==> src/rtl/uart_tx_arbiter.sv <==
// Round-robin arbiter sharing one UART TX core among NUM_REQ byte-stream requesters.
// Optional per-grant header byte (8'hA0 | owner) is enabled by defining UART_ARB_HDR_EN.
module uart_tx_arbiter #(
  parameter int NUM_REQ       = 4,
  parameter int MAX_BURST     = 4,
  parameter int STALL_TIMEOUT = 255
) (
  input  logic                 clk,
  input  logic                 rst,
  input  logic [NUM_REQ-1:0]   req_valid,
  input  logic [8*NUM_REQ-1:0] req_data,
  input  logic [NUM_REQ-1:0]   req_last,
  output logic [NUM_REQ-1:0]   req_ready,
  output logic [7:0]           tx_data,
  output logic                 tx_start,
  input  logic                 tx_busy,
  output logic [NUM_REQ-1:0]   grant,
  output logic                 grant_active
);

  localparam int              IDX_W     = $clog2(NUM_REQ);
  localparam logic [7:0]      STALL_MAX = 8'(STALL_TIMEOUT);
  localparam logic [3:0]      BURST_MAX = 4'(MAX_BURST - 1);
  localparam logic [7:0]      HDR_BASE  = 8'hA0;

  typedef enum logic [2:0] {
    S_IDLE,
`ifdef UART_ARB_HDR_EN
    S_HDR,
`endif
    S_LOAD,
    S_WAIT_BUSY,
    S_WAIT_DONE
  } state_t;

  state_t             state_q, state_d;
  logic [IDX_W-1:0]   owner_q, owner_d;
  logic [IDX_W-1:0]   last_grant_q, last_grant_d;
  logic [NUM_REQ-1:0] grant_q, grant_d;
  logic [3:0]         burst_q, burst_d;
  logic [7:0]         stall_q, stall_d;
  logic               last_q, last_d;
  logic [7:0]         tx_data_q, tx_data_d;
  logic               tx_start_q, tx_start_d;
  logic [NUM_REQ-1:0] req_ready_q, req_ready_d;
`ifdef UART_ARB_HDR_EN
  logic               hdr_q, hdr_d;
`endif

  logic [NUM_REQ-1:0][7:0] req_bytes;
  logic                    rr_found;
  logic [IDX_W-1:0]        rr_sel;
  logic [IDX_W-1:0]        cand;

  assign req_bytes = req_data;

  // First valid requester searching upward from the one after the last owner.
  always_comb begin
    rr_found = 1'b0;
    rr_sel   = last_grant_q;
    cand     = last_grant_q;
    for (int i = 1; i <= NUM_REQ; i++) begin
      cand = IDX_W'((int'(last_grant_q) + i) % NUM_REQ);
      if (!rr_found && req_valid[cand]) begin
        rr_found = 1'b1;
        rr_sel   = cand;
      end
    end
  end

  always_comb begin
    // NOTE: every signal driven here gets a default first, so no latch can be inferred.
    state_d      = state_q;
    owner_d      = owner_q;
    last_grant_d = last_grant_q;
    grant_d      = grant_q;
    burst_d      = burst_q;
    stall_d      = stall_q;
    last_d       = last_q;
    tx_data_d    = tx_data_q;
    tx_start_d   = 1'b0;
    req_ready_d  = '0;
`ifdef UART_ARB_HDR_EN
    hdr_d        = hdr_q;
`endif

    case (state_q)
      S_IDLE: begin
        if (rr_found) begin
          owner_d = rr_sel;
          grant_d = NUM_REQ'(1) << rr_sel;
          burst_d = '0;
          stall_d = '0;
`ifdef UART_ARB_HDR_EN
          state_d = S_HDR;
`else
          state_d = S_LOAD;
`endif
        end
      end

`ifdef UART_ARB_HDR_EN
      S_HDR: begin
        if (!tx_busy) begin
          tx_data_d  = HDR_BASE | {{(8-IDX_W){1'b0}}, owner_q};
          tx_start_d = 1'b1;
          hdr_d      = 1'b1;
          state_d    = S_WAIT_BUSY;
        end
      end
`endif

      S_LOAD: begin
        if (!tx_busy && req_valid[owner_q]) begin
          tx_data_d            = req_bytes[owner_q];
          tx_start_d           = 1'b1;
          req_ready_d[owner_q] = 1'b1;
          last_d               = req_last[owner_q];
          state_d              = S_WAIT_BUSY;
        end else if (!req_valid[owner_q]) begin
          // The owner has been idle too long: reclaim the transmitter.
          if (stall_q == STALL_MAX) begin
            last_grant_d = owner_q;
            grant_d      = '0;
            state_d      = S_IDLE;
          end else begin
            stall_d = stall_q + 8'd1;
          end
        end
      end

      S_WAIT_BUSY: begin
        if (tx_busy) state_d = S_WAIT_DONE;
      end

      S_WAIT_DONE: begin
        if (!tx_busy) begin
`ifdef UART_ARB_HDR_EN
          if (hdr_q) begin
            hdr_d   = 1'b0;
            stall_d = '0;
            state_d = S_LOAD;
          end else
`endif
          if (last_q || burst_q == BURST_MAX) begin
            last_grant_d = owner_q;
            grant_d      = '0;
            state_d      = S_IDLE;
          end else begin
            burst_d = burst_q + 4'd1;
            stall_d = '0;
            state_d = S_LOAD;
          end
        end
      end

      default: state_d = S_IDLE;
    endcase
  end

  always_ff @(posedge clk or posedge rst) begin
    if (rst) begin
      state_q      <= S_IDLE;
      owner_q      <= '0;
      last_grant_q <= IDX_W'(NUM_REQ - 1);
      grant_q      <= '0;
      burst_q      <= '0;
      stall_q      <= '0;
      last_q       <= 1'b0;
      tx_data_q    <= 8'h00;
      tx_start_q   <= 1'b0;
      req_ready_q  <= '0;
`ifdef UART_ARB_HDR_EN
      hdr_q        <= 1'b0;
`endif
    end else begin
      // NOTE: registers take non-blocking assignments so every flop samples pre-edge values.
      state_q      <= state_d;
      owner_q      <= owner_d;
      last_grant_q <= last_grant_d;
      grant_q      <= grant_d;
      burst_q      <= burst_d;
      stall_q      <= stall_d;
      last_q       <= last_d;
      tx_data_q    <= tx_data_d;
      tx_start_q   <= tx_start_d;
      req_ready_q  <= req_ready_d;
`ifdef UART_ARB_HDR_EN
      hdr_q        <= hdr_d;
`endif
    end
  end

  assign req_ready    = req_ready_q;
  assign tx_data      = tx_data_q;
  assign tx_start     = tx_start_q;
  assign grant        = grant_q;
  assign grant_active = |grant_q;

endmodule

==> config.mk <==
export PLATFORM = sky130hd
export DESIGN_NAME = uart_tx_arbiter
export DESIGN_NICKNAME = d
export VERILOG_FILES = /design/src/rtl/uart_tx_arbiter.sv
export SDC_FILE = /design/constraint.sdc
export NUM_CORES = 1
export LEC_CHECK = 0
export CAP_MARGIN = 20
export CORE_ASPECT_RATIO = 0.9
export CORE_MARGIN = 4
export CORE_UTILIZATION = 42
export CTS_CLUSTER_SIZE = 20
export DETAILED_ROUTE_END_ITERATION = 8
export GPL_ROUTABILITY_DRIVEN = 0
export GPL_TIMING_DRIVEN = 0
export PLACE_DENSITY = 0.75
export SLEW_MARGIN = 25
export SYNTH_ARGS = -nofsm -noshare
export SYNTH_HDL_FRONTEND = slang
export SYNTH_SLANG_ARGS = --single-unit
==> constraint.sdc <==
create_clock -name clk -period 1.8 [get_ports clk]
set_input_delay 0.54 -clock clk [delete_from_list [all_inputs] [get_ports clk]]
set_output_delay 0.54 -clock clk [all_outputs]
set_load 0.05 [all_outputs]
Word level (Yosys, flattened, before mapping). Index checks and enable logic that the tools add are counted.

Flip-flop bits (word level): 37.

$add $sub $neg: 6. Magnitude comparators: 6. Equal/unequal tests: 16. Shift operators: 1. Muxes and demuxes: 60. Reduce and logical (&&, ||, !) cells: 22.

Operator list (count): 8-bit two-way mux (7); 4-bit two-way mux (11); 8-bit one-hot mux with 3 select lines (1); 2-bit two-way mux (9); 3-bit two-way mux (6); 2-bit inequality test (second input constant) (9); 8-bit binary-select mux with 2-bit select (1); 2-bit by 3-bit < comparator with 1-bit output (second input constant) (5); 1-bit two-way mux (14); 7-bit AND reduction (2); 1-bit binary-select mux with 2-bit select (6); 3-bit one-hot mux with 4 select lines (1); 4-bit one-hot mux with 3 select lines (1); 8-bit by 1-bit adder with 8-bit output (second input constant) (1); 8-bit equality test (second input constant) (1); 4-bit one-hot mux with 2 select lines (1); 3-bit by 2-bit equality test with 1-bit output (second input constant) (2); 3-bit inequality test (second input constant) (2); 6-bit AND reduction (1); 1-bit logical AND (5); 5-bit AND reduction (1); 2-bit by 1-bit adder with 2-bit output (second input constant) (2); 2-bit adder (second input constant) (2); 4-bit by 1-bit adder with 4-bit output (second input constant) (1); 14 further kinds (19).

Depth between registers and ports, before layout.
Word-level depth: 16. Gate-level depth with buffers: 8.

Least setup slack after synthesis. No wires, ideal clock.

Path kind: register -> register. Start: reg owner_q[1]. End: reg tx_data_q[0] (netlist: tx_data[0]). Setup time: 0.125 ns. Data arrival time: 1.819 ns. Data required time: 1.675 ns. Slack: -0.144 ns. Cell stages (with the launch flop): 8. Clock period less this slack: 1.944 ns. Cells stage by stage: dfrtp_1 -> buf_6 -> mux2_4 -> mux2_4 -> or4b_1 -> buf_2 -> buf_6 -> mux2_4.

Longest elaborated chain between the ends: 4.

RTL lines: start: declaration (line 37) `logic [IDX_W-1:0] owner_q, owner_d;`; start signal: assignment (line 179) `owner_q <= owner_d;`; 1-bit binary-select mux with 2-bit select (line 114) `if (!tx_busy && req_valid[owner_q]) begin`; 1-bit two-way mux (not written as such) (line 114); 1-bit logical AND (line 114); 2-bit AND reduction (no line); end signal: assignment (line 185) `tx_data_q <= tx_data_d;`; end: declaration (line 43) `logic [7:0] tx_data_q, tx_data_d;`.

Several ways; a longest one is shown, not always the timed one. The select of a mux whose other input is x is not followed. A chain may end at the register's enable or synchronous reset.

Final worst setup path.
Start: in req_valid[2]. End: reg grant_q[3] (netlist: grant[3]).

Longest elaborated chain between the ends: 15.

RTL lines: start: declaration (line 10) `input logic [NUM_REQ-1:0] req_valid,`; 1-bit binary-select mux with 2-bit select (line 64) `if (!rr_found && req_valid[cand]) begin`; 1-bit two-way mux (not written as such) (line 64); 1-bit two-way mux (line 64); 1-bit zero test (line 64); 1-bit logical AND (line 64); 1-bit two-way mux (line 64); 1-bit zero test (line 64); 1-bit logical AND (line 64); 1-bit two-way mux (line 64); 1-bit zero test (line 64); 1-bit logical AND (line 64); 2-bit two-way mux (line 64); 1-bit by 2-bit << shifter with 4-bit output (line 91) `grant_d = NUM_REQ'(1) << rr_sel;`; 4-bit two-way mux (line 89) `if (rr_found) begin`; 4-bit one-hot mux with 3 select lines (line 87) `case (state_q)`; end signal: assignment (line 181) `grant_q <= grant_d;`; end: declaration (line 39) `logic [NUM_REQ-1:0] grant_q, grant_d;`.

Several ways; a longest one is shown, not always the timed one. The select of a mux whose other input is x is not followed.

==> out/metrics.yaml <==
logic_synthesis:
  synth_top_area_cell: "dfrtp_1"
  yosys_warnings: 0
  ys_seq_area_frac: 0.447
  synth_ff_type: "dfrtp_1"
  ys_types: 45
  synth_edf_count: 0
  synth_nets: 219
  ys_top_cells_by_count: "34 x dfrtp_1, 12 x nand2_1, 9 x mux2_4, 9 x mux4_2, 9 x o21ai_0"
  synth-seq-cells: 36
  synthMostInstantiatedCell: "dfrtp_1"
  yosysTopAreaCellShare: 0.421
  synthArstFlopShare: 1.00
  synthesis.area_um2: 2020
  ys_top_cells_by_area: "dfrtp_1 42%, mux4_2 10%, mux2_4 6.7%"
  syn_inst: 174
  syn-mean-instance-area_um2: 11.6
sta:
  period_share: 1.08
  hold_viol: 0
  fin_skew_ps: 11.4
  worst_slack_ps: -146
  maxSlewViolCount: 0
  fmax_ghz: 0.514
  rsz0062_at_grt: "true"
  final-setup-viol-count: 25
  finalCriticalPeriod_ps: 1950
  tightestPinTransition_ps: 764
  slew_headroom: 0.490
routing:
  wire_per_inst_um: 18.3
  drt_wl_total_mm: 6.02
  drtIter0Drc: 149
  routed-via-count: 1817
  route.detailed.drc: 0
  dr.pass1.iters: 4
  ant_nets: 0
  routed_via_density: 5.52
floorplan:
  io_pins: 61
  initial_utilization: 0.444
  die_y_um: 73.8
  die_x_um: 81.1
  row_count: 23
  coreArea_um2: 4550
  dieArea_um2: 5990
power:
  p_leak_nw: 1.44
  sequentialPowerShare: 0.245
  p_per_area_nw_per_um2: 1670
  p_comb_frac: 0.611
  vdd_drop_max_uv: 1470
  switchingPower_mw: 2.34
  clkPwrFrac: 0.144
  internal_power_mw: 3.14
  power.share.switching: 0.426
clocking:
  cts_buffer_depth: 2
  root_buffer: "clkbuf_8"
  htree_levels: 2
  hold_buffers: 0
  cts_buffers: 5
  cts_tree: "done"
  clkTransAtPathRegs_ps: 80
  insertion_delay_ps: 290
  cts.sinks: 36
placement:
  dp.cells: 296
  hpwlAfterDp_mm: 3.86
  dpl_cell_area_um2: 2740
  port_buffers: 60
grt:
  grt_pass1_vias: 1917
  grt_use_total: 0.210
  antenna_found_initial: 0
  overflow: 0
  grt_max_degree: 37
  grt_pass1_wl_mm: 9.47
critical_path:
  reg2reg_from: "owner_q[1]"
  end_kind: "flip-flop"
  r2r_end: "grant[3]"
  cp_max_fo: 8
  cp-start-kind: "input pin"
  rr_worst_depth: 7
  r2r_slack_ps: -120
  critPathArrivalTime_ps: 2100
  critical_path_class: "in -> reg"
  required_ps: 1960
layout:
  drive_gt1_frac: 0.446
  layout.nets: 311
  postLayoutCellArea_um2: 3280
  diodes: 0
  final_util: 0.722
  area_growth_pct: 62.4
  instances_no_fill: 329
hold_path:
  whs_path_depth: 1
  hold_end: "tx_data[7]"
  hp-class: "reg -> reg"
  hp-start: "tx_data[7]"
outcome:
  violations: "setup timing"
  status: "finished, violations left"
job:
  drv_cap: 0
timing repair:
action,CTS,global route
buffers inserted,20,7
resized for setup,73,35
pin swaps,13,6
endpoints found under the setup margin,52,33
power by group through the flow:
stage | Clock (mW) | Sequential (mW) | Combinational, mW
finish | 0.788 | 1.34 | 3.35
global route | 0.827 | 1.39 | 3.56
CTS | 0.794 | 1.31 | 3.06
detailed placement | 0 | 1.32 | 2.63
global placement | 0 | 1.31 | 2.59
floorplan | 0 | 1.79 | 1.40
how the worst max path moves through the flow:
stage                 startpoint    endpoint  slack [ps]  depth (start not counted)
global route          owner_q[1]  stall_q[2]        -170                          5
CTS                   owner_q[1]  tx_data[0]        -220                          7
global placement         tx_busy  burst_q[3]        -950                          6
detailed placement       tx_busy  burst_q[3]        -960                          6
finish              req_valid[2]    grant[3]        -150                          8
floorplan             owner_q[1]  tx_data[0]        -140                          7
critical path, stage by stage:
cell and delay (ps):
clkdlybuf4s15_2 230, mux2_4 300, o41ai_4 300, nor3_4 100, buf_6 160, buf_6 110
a31o_4 230, o2bb2ai_2 120
area by class of cell:
type | count | area, µm²
Multi-Input combinational cell | 123 | 1270
Fill cell | 329 | 1270
Sequential cell | 36 | 908
Timing Repair Buffer | 87 | 805
Clock buffer | 7 | 96.3
Tap cell | 62 | 77.6
Buffer | 7 | 62.6
Clock inverter | 1 | 30.0
Inverter | 6 | 27.5
logic make-up (layout without fill, tap and decap cells):
| group | count (synthesis) | after routing | synth area share |
|---|---|---|---|
| compound gates | 34 | 34 | 0.116 |
| flops | 36 | 36 | 0.447 |
| simple gates | 56 | 56 | 0.154 |
| mux | 29 | 29 | 0.225 |
| buf+inv | 15 | 108 | 0.0371 |
| fa+ha+maj | 2 | 2 | 0.0124 |
| xor+xnor | 2 | 2 | 0.00867 |
cells in the final DEF, fill, tap and decap left out, types with 4 or more instances in the layout:
cell type and instances:
clkdlybuf4s50_1 37, dfrtp_1 30, buf_4 22, dlygate4sd2_1 15
nand2_1 11, mux2_4 10, mux4_2 9, clkbuf_8 7
buf_6 6, mux2i_1 6, a21oi_1 6, nor2_1 5
clkbuf_2 4, nand4_1 4, or2_2 4, o2bb2ai_2 4
o21ai_0 4, mux2_2 4, dfrtp_2 4
through the flow:
stage          hold WS (ps)  power [mW]  setup TNS (ps)  worst slack, ps
6_report                507        5.48           -2370             -146
5_1_grt                 520        5.77           -3340             -174
4_1_cts                 512        5.16           -3150             -216
3_5_place_dp            497        3.94          -26740             -957
3_3_place_gp            488        3.90          -39550             -952
2_1_floorplan           476        3.18           -1110             -144
state kept, by name, summed over array words and instances, names as in the netlist:
name          cells
stall_q           8
tx_data           8
burst_q           4
grant             4
req_ready         4
last_grant_q      2
owner_q           2
state_q           2
last_q            1
tx_start          1
per-layer routing:
metal  vias to the layer above  global-route usage  wire (µm)
met5                         -                   0          0
met4                         0              0.0638         68
met3                         6              0.0527        304
met2                        61               0.356       3140
met1                       909               0.266       2510
li1                        841                   -          -
Power figures use the tool's default switching activity.
